File: src/rtl/regfile_pkg.sv
// Shared constants and requester identifiers for the register-file write path.
package regfile_pkg;
    localparam int REG_DATA_W = 32;
    localparam int REG_ADDR_W = 5;
    localparam int REG_NUM    = 32;

    typedef enum logic {REQ_A = 1'b0, REQ_B = 1'b1} req_id_t;
endpackage

File: src/rtl/rf_scoreboard.sv
// Per-register pending-write counters; stalls readers of registers with uncommitted writes.
module rf_scoreboard
    import regfile_pkg::*;
#(
    parameter int ADDR_W = REG_ADDR_W,
    parameter int CNT_W  = 2
) (
    input  logic              CLK,
    input  logic              RST_N,
    input  logic              inc_en,
    input  logic [ADDR_W-1:0] inc_addr,
    input  logic              dec_en,
    input  logic [ADDR_W-1:0] dec_addr,
    input  logic [ADDR_W-1:0] rd_addr1,
    input  logic [ADDR_W-1:0] rd_addr2,
    output logic              iss_ready,
    output logic              stall
);
    localparam int NREG = 1 << ADDR_W;
    localparam logic [CNT_W-1:0] CNT_MAX = '1;

    logic [NREG-1:0][CNT_W-1:0] cnt;

    generate
        for (genvar i = 0; i < NREG; i++) begin : g_cnt
            if (i == 0) begin : g_zero
                assign cnt[i] = '0;
            end else begin : g_reg
                logic             inc, dec;
                logic [CNT_W-1:0] c;
                assign inc = inc_en && (inc_addr == ADDR_W'(i));
                assign dec = dec_en && (dec_addr == ADDR_W'(i));
                // A same-edge issue and commit cancel; otherwise clamp at both ends.
                always_ff @(posedge CLK or negedge RST_N) begin
                    if (!RST_N)
                        c <= '0;
                    else if (inc && !dec && c != CNT_MAX)
                        c <= c + 1'b1;
                    else if (dec && !inc && c != '0)
                        c <= c - 1'b1;
                end
                assign cnt[i] = c;
            end
        end
    endgenerate

    assign iss_ready = (cnt[inc_addr] != CNT_MAX) || (inc_addr == '0);
    assign stall     = (cnt[rd_addr1] != '0) || (cnt[rd_addr2] != '0);
endmodule

File: src/rtl/regfile_write_arbiter.sv
// Round-robin arbiter between ALU and load writeback onto the single register-file write port.
module regfile_write_arbiter
    import regfile_pkg::*;
#(
    parameter int DATA_W = REG_DATA_W,
    parameter int ADDR_W = REG_ADDR_W,
    parameter int CNT_W  = 2
) (
    input  logic              CLK,
    input  logic              RST_N,
    input  logic              a_valid,
    output logic              a_ready,
    input  logic [ADDR_W-1:0] a_addr,
    input  logic [DATA_W-1:0] a_data,
    input  logic              b_valid,
    output logic              b_ready,
    input  logic [ADDR_W-1:0] b_addr,
    input  logic [DATA_W-1:0] b_data,
    input  logic              iss_valid,
    output logic              iss_ready,
    input  logic [ADDR_W-1:0] iss_addr,
    input  logic [ADDR_W-1:0] rd_addr1,
    input  logic [ADDR_W-1:0] rd_addr2,
    output logic              stall,
    output logic              RegWrite,
    output logic [ADDR_W-1:0] Write_Register,
    output logic [DATA_W-1:0] Write_Data
);
    req_id_t           prio;
    logic              a_acc, b_acc, acc, commit;
    logic [ADDR_W-1:0] acc_addr;
    logic [DATA_W-1:0] acc_data;

    // Readiness depends only on the other side's valid, so at most one side can be accepted.
    assign a_ready  = !(b_valid && prio == REQ_B);
    assign b_ready  = !(a_valid && prio == REQ_A);
    assign a_acc    = a_valid && a_ready;
    assign b_acc    = b_valid && b_ready;
    assign acc      = a_acc || b_acc;
    assign acc_addr = a_acc ? a_addr : b_addr;
    assign acc_data = a_acc ? a_data : b_data;
    assign commit   = acc && (acc_addr != '0);

    always_ff @(posedge CLK or negedge RST_N) begin
        if (!RST_N) begin
            prio           <= REQ_A;
            RegWrite       <= 1'b0;
            Write_Register <= '0;
            Write_Data     <= '0;
        end else begin
            if (a_acc)
                prio <= REQ_B;
            else if (b_acc)
                prio <= REQ_A;
            RegWrite <= commit;
            // r0 writes are consumed but leave the port contents untouched.
            if (commit) begin
                Write_Register <= acc_addr;
                Write_Data     <= acc_data;
            end
        end
    end

    rf_scoreboard #(.ADDR_W(ADDR_W), .CNT_W(CNT_W)) u_sb (
        .CLK      (CLK),
        .RST_N    (RST_N),
        .inc_en   (iss_valid && iss_ready),
        .inc_addr (iss_addr),
        .dec_en   (RegWrite),
        .dec_addr (Write_Register),
        .rd_addr1 (rd_addr1),
        .rd_addr2 (rd_addr2),
        .iss_ready(iss_ready),
        .stall    (stall)
    );
endmodule

File: config.mk
export PLATFORM = sky130hd
export DESIGN_NAME = regfile_write_arbiter
export DESIGN_NICKNAME = d
export VERILOG_FILES = /design/src/rtl/regfile_pkg.sv /design/src/rtl/rf_scoreboard.sv /design/src/rtl/regfile_write_arbiter.sv
export SDC_FILE = /design/constraint.sdc
export NUM_CORES = 1
export LEC_CHECK = 0
export ABC_AREA = 1
export ABC_CLOCK_PERIOD_IN_PS = 1980
export CORE_UTILIZATION = 30
export DETAILED_ROUTE_END_ITERATION = 16
export PLACE_DENSITY = 0.53
export SYNTH_ARGS = -nofsm -noshare
export SYNTH_HDL_FRONTEND = slang
export SYNTH_SLANG_ARGS = --single-unit
File: constraint.sdc
create_clock -name CLK -period 1.98 [get_ports CLK]
set_clock_uncertainty 0.15 [all_clocks]
set_input_delay 0.297 -clock CLK [delete_from_list [all_inputs] [get_ports CLK]]
set_output_delay 0.297 -clock CLK [all_outputs]
set_load 0.05 [all_outputs]
## After elaboration in Yosys (flattened, before gate mapping)

Cells that the tools add are included.

- Flip-flop bits (word level): 101
- Input port bits: 94

- Add/subtract/negate cells: 62
- $lt $le $gt $ge: 3
- Equality and inequality tests: 94
- Muxes and demuxes: 72
- Bitwise operators: 1
- Reduce and logical (&&, ||, !) cells: 326

Operators by type and width:

| operator | number |
|---|---|
| logical AND 1 bit | 192 |
| equality test 5 bit (second input constant) | 32 |
| two-way mux 2 bit | 65 |
| nonzero test 2 bit | 65 |
| equality test 5 x 4 -> 1 bit (second input constant) | 16 |
| zero test 1 bit | 64 |
| != test 2 bit (second input constant) | 32 |
| adder 2 x 1 -> 2 bit (second input constant) | 31 |
| subtractor 2 x 1 -> 2 bit (second input constant) | 31 |
| equality test 5 x 3 -> 1 bit (second input constant) | 8 |
| two-way mux 32 bit | 1 |
| binary-select mux 2 bit (select 5 bit) | 3 |
| equality test 5 x 2 -> 1 bit (second input constant) | 4 |
| < comparator 5 x 6 -> 1 bit (second input constant) | 3 |
| equality test 5 x 1 -> 1 bit (second input constant) | 2 |
| zero test 5 bit | 1 |
| two-way mux 5 bit | 1 |
| nonzero test 5 bit | 1 |
| logical OR 1 bit | 3 |
| two-way mux 1 bit | 2 |
| NOT 1 bit | 1 |

## Longest topological paths before layout

- Depth after elaboration: 11
- Mapped depth: 19

## Modules after synthesis

A second synthesis with hierarchy kept.

- Cell total of the unflattened synthesis: 1093
- Area, all modules: 6947.9 µm²

By module, submodules not included:

| module | times used | cells each | area each (µm²) | sequential area each (µm²) |
|---|---|---|---|---|
| rf_scoreboard | 1 | 782 | 4742.0 | 1551.5 |
| regfile_write_arbiter | 1 | 311 | 2205.9 | 975.9 |

## Worst setup path before layout

No wires, ideal clock.

- Path kind: input -> output
- Start: input port rd_addr2[0]
- End: output port stall
- Arrival: 1.682 ns
- Setup slack: -0.149 ns
- Cell stages on the path: 9
- Buffers on the path: 1
- Cell sequence: clkbuf_1 inv_1 nor2_1 inv_1 o221ai_1 nand2_1 a21oi_1 o31ai_1 nand2_1

- Word-level cells in the longest chain between the ends: 4

RTL lines:

| element | line | RTL |
|---|---|---|
| start, declared | regfile_write_arbiter.sv:23 | `input logic [ADDR_W-1:0] rd_addr2,` |
| binary-select mux 2 bit (select 5 bit) | rf_scoreboard.sv:48 | `assign stall = (cnt[rd_addr1] != '0) \|\| (cnt[rd_addr2] != '0);` |
| two-way mux 2 bit (implied by the code) | rf_scoreboard.sv:48 |  |
| nonzero test 2 bit | rf_scoreboard.sv:48 |  |
| logical OR 1 bit | rf_scoreboard.sv:48 |  |
| end, declared | regfile_write_arbiter.sv:24 | `output logic stall,` |

Every way passes these cells. The select of a mux whose other input is x is not followed.

## Worst setup path after layout

- Start: register u_sb.g_cnt[18].g_reg.c[1]
- End: output port stall

- Word-level cells in the longest chain between the ends: 4
- Elaborated cells on any way between the ends: 7
- Those cells by class: 4 x mux; 3 x reduce/logical

RTL lines:

| element | line | RTL |
|---|---|---|
| start, declared | rf_scoreboard.sv:30 | `logic [CNT_W-1:0] c;` |
| start signal, assigned | rf_scoreboard.sv:38 | `c <= c + 1'b1;` |
| start signal, assigned | rf_scoreboard.sv:40 | `c <= c - 1'b1;` |
| binary-select mux 2 bit (select 5 bit) | rf_scoreboard.sv:48 |  |
| two-way mux 2 bit (implied by the code) | rf_scoreboard.sv:48 |  |
| nonzero test 2 bit | rf_scoreboard.sv:48 |  |
| logical OR 1 bit (*) | rf_scoreboard.sv:48 |  |

Mark *: on every way between the ends. The rest lies on a longest branch, timed or not. The select of a mux whose other input is x is not followed.

==> impl_metrics.csv <==
group,metric,value,unit
status,status,"finished with violations",
status,violations,"setup timing",
timing,hold_violations,0,
floorplanning,core_area,24400,um2
layout,nFillCells,2452,
routing,postRouteAntennaNets,0,
clock_network,clkTransAtPathRegs,0.09,ns
grt,gr-total-overflow,0,
power,power_density,880,nW/um2
worst_setup_path,crit_top_cell,"nand2_1",
yosys,ys_top_cells_by_area,"dfrtp_1 (34%), nand2_1 (20%), nand3_1 (8.8%), inv_1 (7.1%), nor2_1 (5.6%)",
routing,wl_per_cell,16.1,um
floorplanning,boundaryPins,136,
floorplanning,die_w,160,um
floorplanning,die_y,160,um
routing,firstDrtPassIters,6,
worst_hold_path,whs_endpoint,"prio",
timing,fin_crit,2.41,ns
yosys,synth_nets,1259,
yosys,yosys_warnings,0,
clock_network,cts_buffers,9,
timing,relSlewSlack,52.9,%
placed_design,port_buffers,135,
layout,fin_util,50.8,%
grt,grt_max_degree,54,
yosys,async_flop_share,100,%
yosys,yosys.area.top_type_share,33.9,%
timing,fmax,0.415,GHz
power,leakagePower,5.73,nW
worst_setup_path,cp_max_fo,3,
yosys,synth_edf_count,0,
floorplanning,die_area,25500,um2
yosys,yosysTopAreaCell,"dfrtp_1",
clock_network,clk_latency,0.39,ns
worst_setup_path,required,1.53,ns
yosys,syn_area,7460,um2
worst_setup_path,worstSetupStartpointType,"flip-flop",
layout,multi_input_area,5040,um2
routing,vias_per_cell,4.92,
run,maxCapViolCount,0,
worst_setup_path,cp_slowest_stage_delay,0.36,ns
grt,grt_pass1_wl,45800,um
layout,area_growth,66.1,%
worst_setup_path,slowest_stage,"dfrtp_1",
timing,finalSetupViolCount,64,
power,total_power,10.9,mW
grt,antenna_found_initial,1,
clock_network,h-tree-depth,3,
clock_network,root_buffer,"clkbuf_16",
clock_network,clock_path_buffers,2,
worst_setup_path,reg2reg_depth,17,
power,comb_power_share,54.6,%
yosys,postSynthCellCount,1165,
layout,drive_above_1_share,31.7,%
floorplanning,initial_core_util,30.6,%
yosys,synth_cell_type_count,36,
grt,grt_util_all_layers,22.7,%
power,p_int,6.24,mW
layout,diodes,0,
grt,grt_pass1_vias,8801,
routing,first_iter_violations,600,
worst_setup_path,critPathCaptureType,"primary output",
yosys,yosysSeqAreaShare,33.9,%
worst_setup_path,worstSetupPathType,"reg2out",
power,seqPwrFrac,27.0,%
worst_setup_path,reg2reg_slack,-0.35,ns
worst_setup_path,worstPathCellList,"inv_1 -> buf_4 -> nand2_8 -> o22ai_2 -> a31oi_1 -> o211ai_1 -> nand3b_1 -> nand2_1 -> nand2_1 -> o31ai_2 -> nand2_2 -> buf_12",
placed_design,hpwl,20600,um
routing,wirelength,29700,um
placed_design,place.gp.congestion,0.924,
worst_setup_path,cp.arrival,1.96,ns
worst_hold_path,min_from,"b_valid",
timing,rsz0062_at_grt,"yes",
power,ir_worst_vdd,0.463,mV
floorplanning,core.rowCount,57,
timing,post-route-period-util,122,%
timing,worstMarginPinSlew,0.707,ns
worst_hold_path,whs_path_depth,4,
worst_setup_path,regToRegStartpoint,"u_sb.g_cnt[9].g_reg.c[1]",
routing,drc,0,
yosys,ys_seq_elements,101,
routing,num_vias,9045,
worst_setup_path,r2r-end,"u_sb.g_cnt[3].g_reg.c[0]",
worst_hold_path,hold_class,"in2reg",
yosys,syn_avg_cell_area,6.41,um2
power,p_sw,4.67,mW
layout,nNetsFinal,1604,
clock_network,clock_sinks,101,
clock_network,cts_tree,"built",
yosys,synth_ff_type,"dfrtp_1",
layout,seq_area,2530,um2
timing,drv_slew,0,
power,sw_frac_of_total,42.8,%
power,power.share.clock,18.4,%
timing,setup_slack,-0.431,ns
==> cell usage in the layout (no fill, tap or decap), types with 3 or more instances in the layout <==
master / netlist / final
dlygate4sd2_1: 0 / 18
o21ai_2: 0 / 3
clkdlybuf4s50_1: 0 / 82
buf_4: 1 / 233
dlymetal6s2s_1: 0 / 3
o21ai_0: 26 / 11
nor2_4: 0 / 4
buf_12: 1 / 20
nand2_4: 0 / 3
a21oi_1: 43 / 17
nand2_2: 2 / 24
o22ai_1: 14 / 12
nand3_1: 131 / 84
buf_16: 0 / 3
nand3_4: 0 / 18
nor3_2: 0 / 4
nor3_1: 31 / 27
nand4_4: 0 / 24
dfrtp_1: 101 / 100
or2_4: 1 / 6
nand3b_1: 13 / 13
o21ai_1: 8 / 20
buf_6: 9 / 14
a31oi_1: 34 / 31
nand3_2: 6 / 35
o211ai_1: 9 / 9
clkbuf_16: 0 / 11
inv_2: 1 / 6
nand2_1: 404 / 378
inv_1: 142 / 136
a21oi_2: 1 / 27
nor2_2: 0 / 21
inv_8: 0 / 3
nor2_1: 112 / 87
==> cells by family after synthesis <==
kind of cell,Yosys count,synth area share (%)
AND/OR/NAND/NOR,732,43.9
buffers and inverters,192,11.4
AO/OA/AOI/OAI,139,10.6
flip-flops,101,33.9
multiplexers,1,0.134
==> power groups by stage <==
| stage | combinational, mW | sequential (mW) | clock [mW] |
|---|---|---|---|
| finish | 5.96 | 2.95 | 2.01 |
| CTS | 5.45 | 2.94 | 2.04 |
| global route | 6.43 | 3.01 | 2.12 |
| global placement | 4.98 | 3.02 | 0 |
| floorplan | 1.78 | 3.48 | 0 |
| detailed placement | 5.00 | 3.02 | 0 |
==> layout make-up <==
type	instances	share of cell area, %
multi-input cells	872	40.7
repair buffers	381	28.6
flip-flops and latches	101	20.4
inverters	145	4.45
well taps	324	3.27
clock buffers	9	1.82
clock inverters	7	0.797
==> through the flow <==
| step | setup WS (ns) | setup TNS [ns] | std cells | hold slack, ns | cell area (um2) |
|---|---|---|---|---|---|
| 2_1_floorplan | -0.0293 | -0.585 | 1165 | -0.149 | 7470 |
| 3_3_place_gp | -0.850 | -68.40 | 1770 | 0.127 | 10500 |
| 3_5_place_dp | -0.878 | -68.01 | 1770 | 0.125 | 10500 |
| 4_1_cts | -0.376 | -15.12 | 1824 | 0.264 | 11500 |
| 5_1_grt | -0.531 | -25.96 | 1839 | 0.217 | 12400 |
| 6_report | -0.431 | -20.04 | 1839 | 0.159 | 12400 |
==> worst max-delay path, delay by kind of cell (launching register included) <==
kind            cells  cell delay (ns)
flops               1             0.36
buf+inv             3             0.34
simple gates        5             0.42
compound gates      4             0.46
==> per-layer routing <==
layer  vias to the layer above  track usage [%]  share of wire (%)
met4                         2             5.73                1.9
met1                      4228             28.9                 43
met2                       302             38.7                 48
met3                        41             4.99                6.5
met5                         -                0              0.044
li1                       4472                -                  -
==> cells in the mapped netlist, types with 14 or more instances <==
master and instances:
a21oi_1 43, a31oi_1 34, buf_2 14, clkbuf_1 18
dfrtp_1 101, inv_1 142, nand2_1 404, nand3_1 131
nand4_2 24, nor2_1 112, nor3_1 31, o21ai_0 26
o22ai_1 14
==> how the worst max path moves through the flow <==
stage / from / end / slack, ns
global placement: iss_addr[0] / u_sb.g_cnt[3].g_reg.c[1] / -0.85
CTS: u_sb.g_cnt[6].g_reg.c[0] / stall / -0.38
finish: u_sb.g_cnt[18].g_reg.c[1] / stall / -0.43
floorplan: prio / Write_Data[10] / -0.03
global route: u_sb.g_cnt[18].g_reg.c[0] / stall / -0.53
detailed placement: iss_addr[0] / u_sb.g_cnt[2].g_reg.c[0] / -0.88
==> state kept, by name (all words and copies together) (netlist names) <==
name and count:
Write_Data 32, prio 1, u_sb.g_cnt.g_reg.c 62, Write_Register 5, RegWrite 1
==> timing repair <==
action | CTS | global route
pin swaps | 22 | 78
hold endpoints to repair | 24 | 0
setup buffers | 32 | 13
setup endpoints to repair | 113 | 103
hold buffers | 1 | 0
gates cloned | 5 | 4
gates resized for setup | 104 | 175
Power figures use the tool's default switching activity.
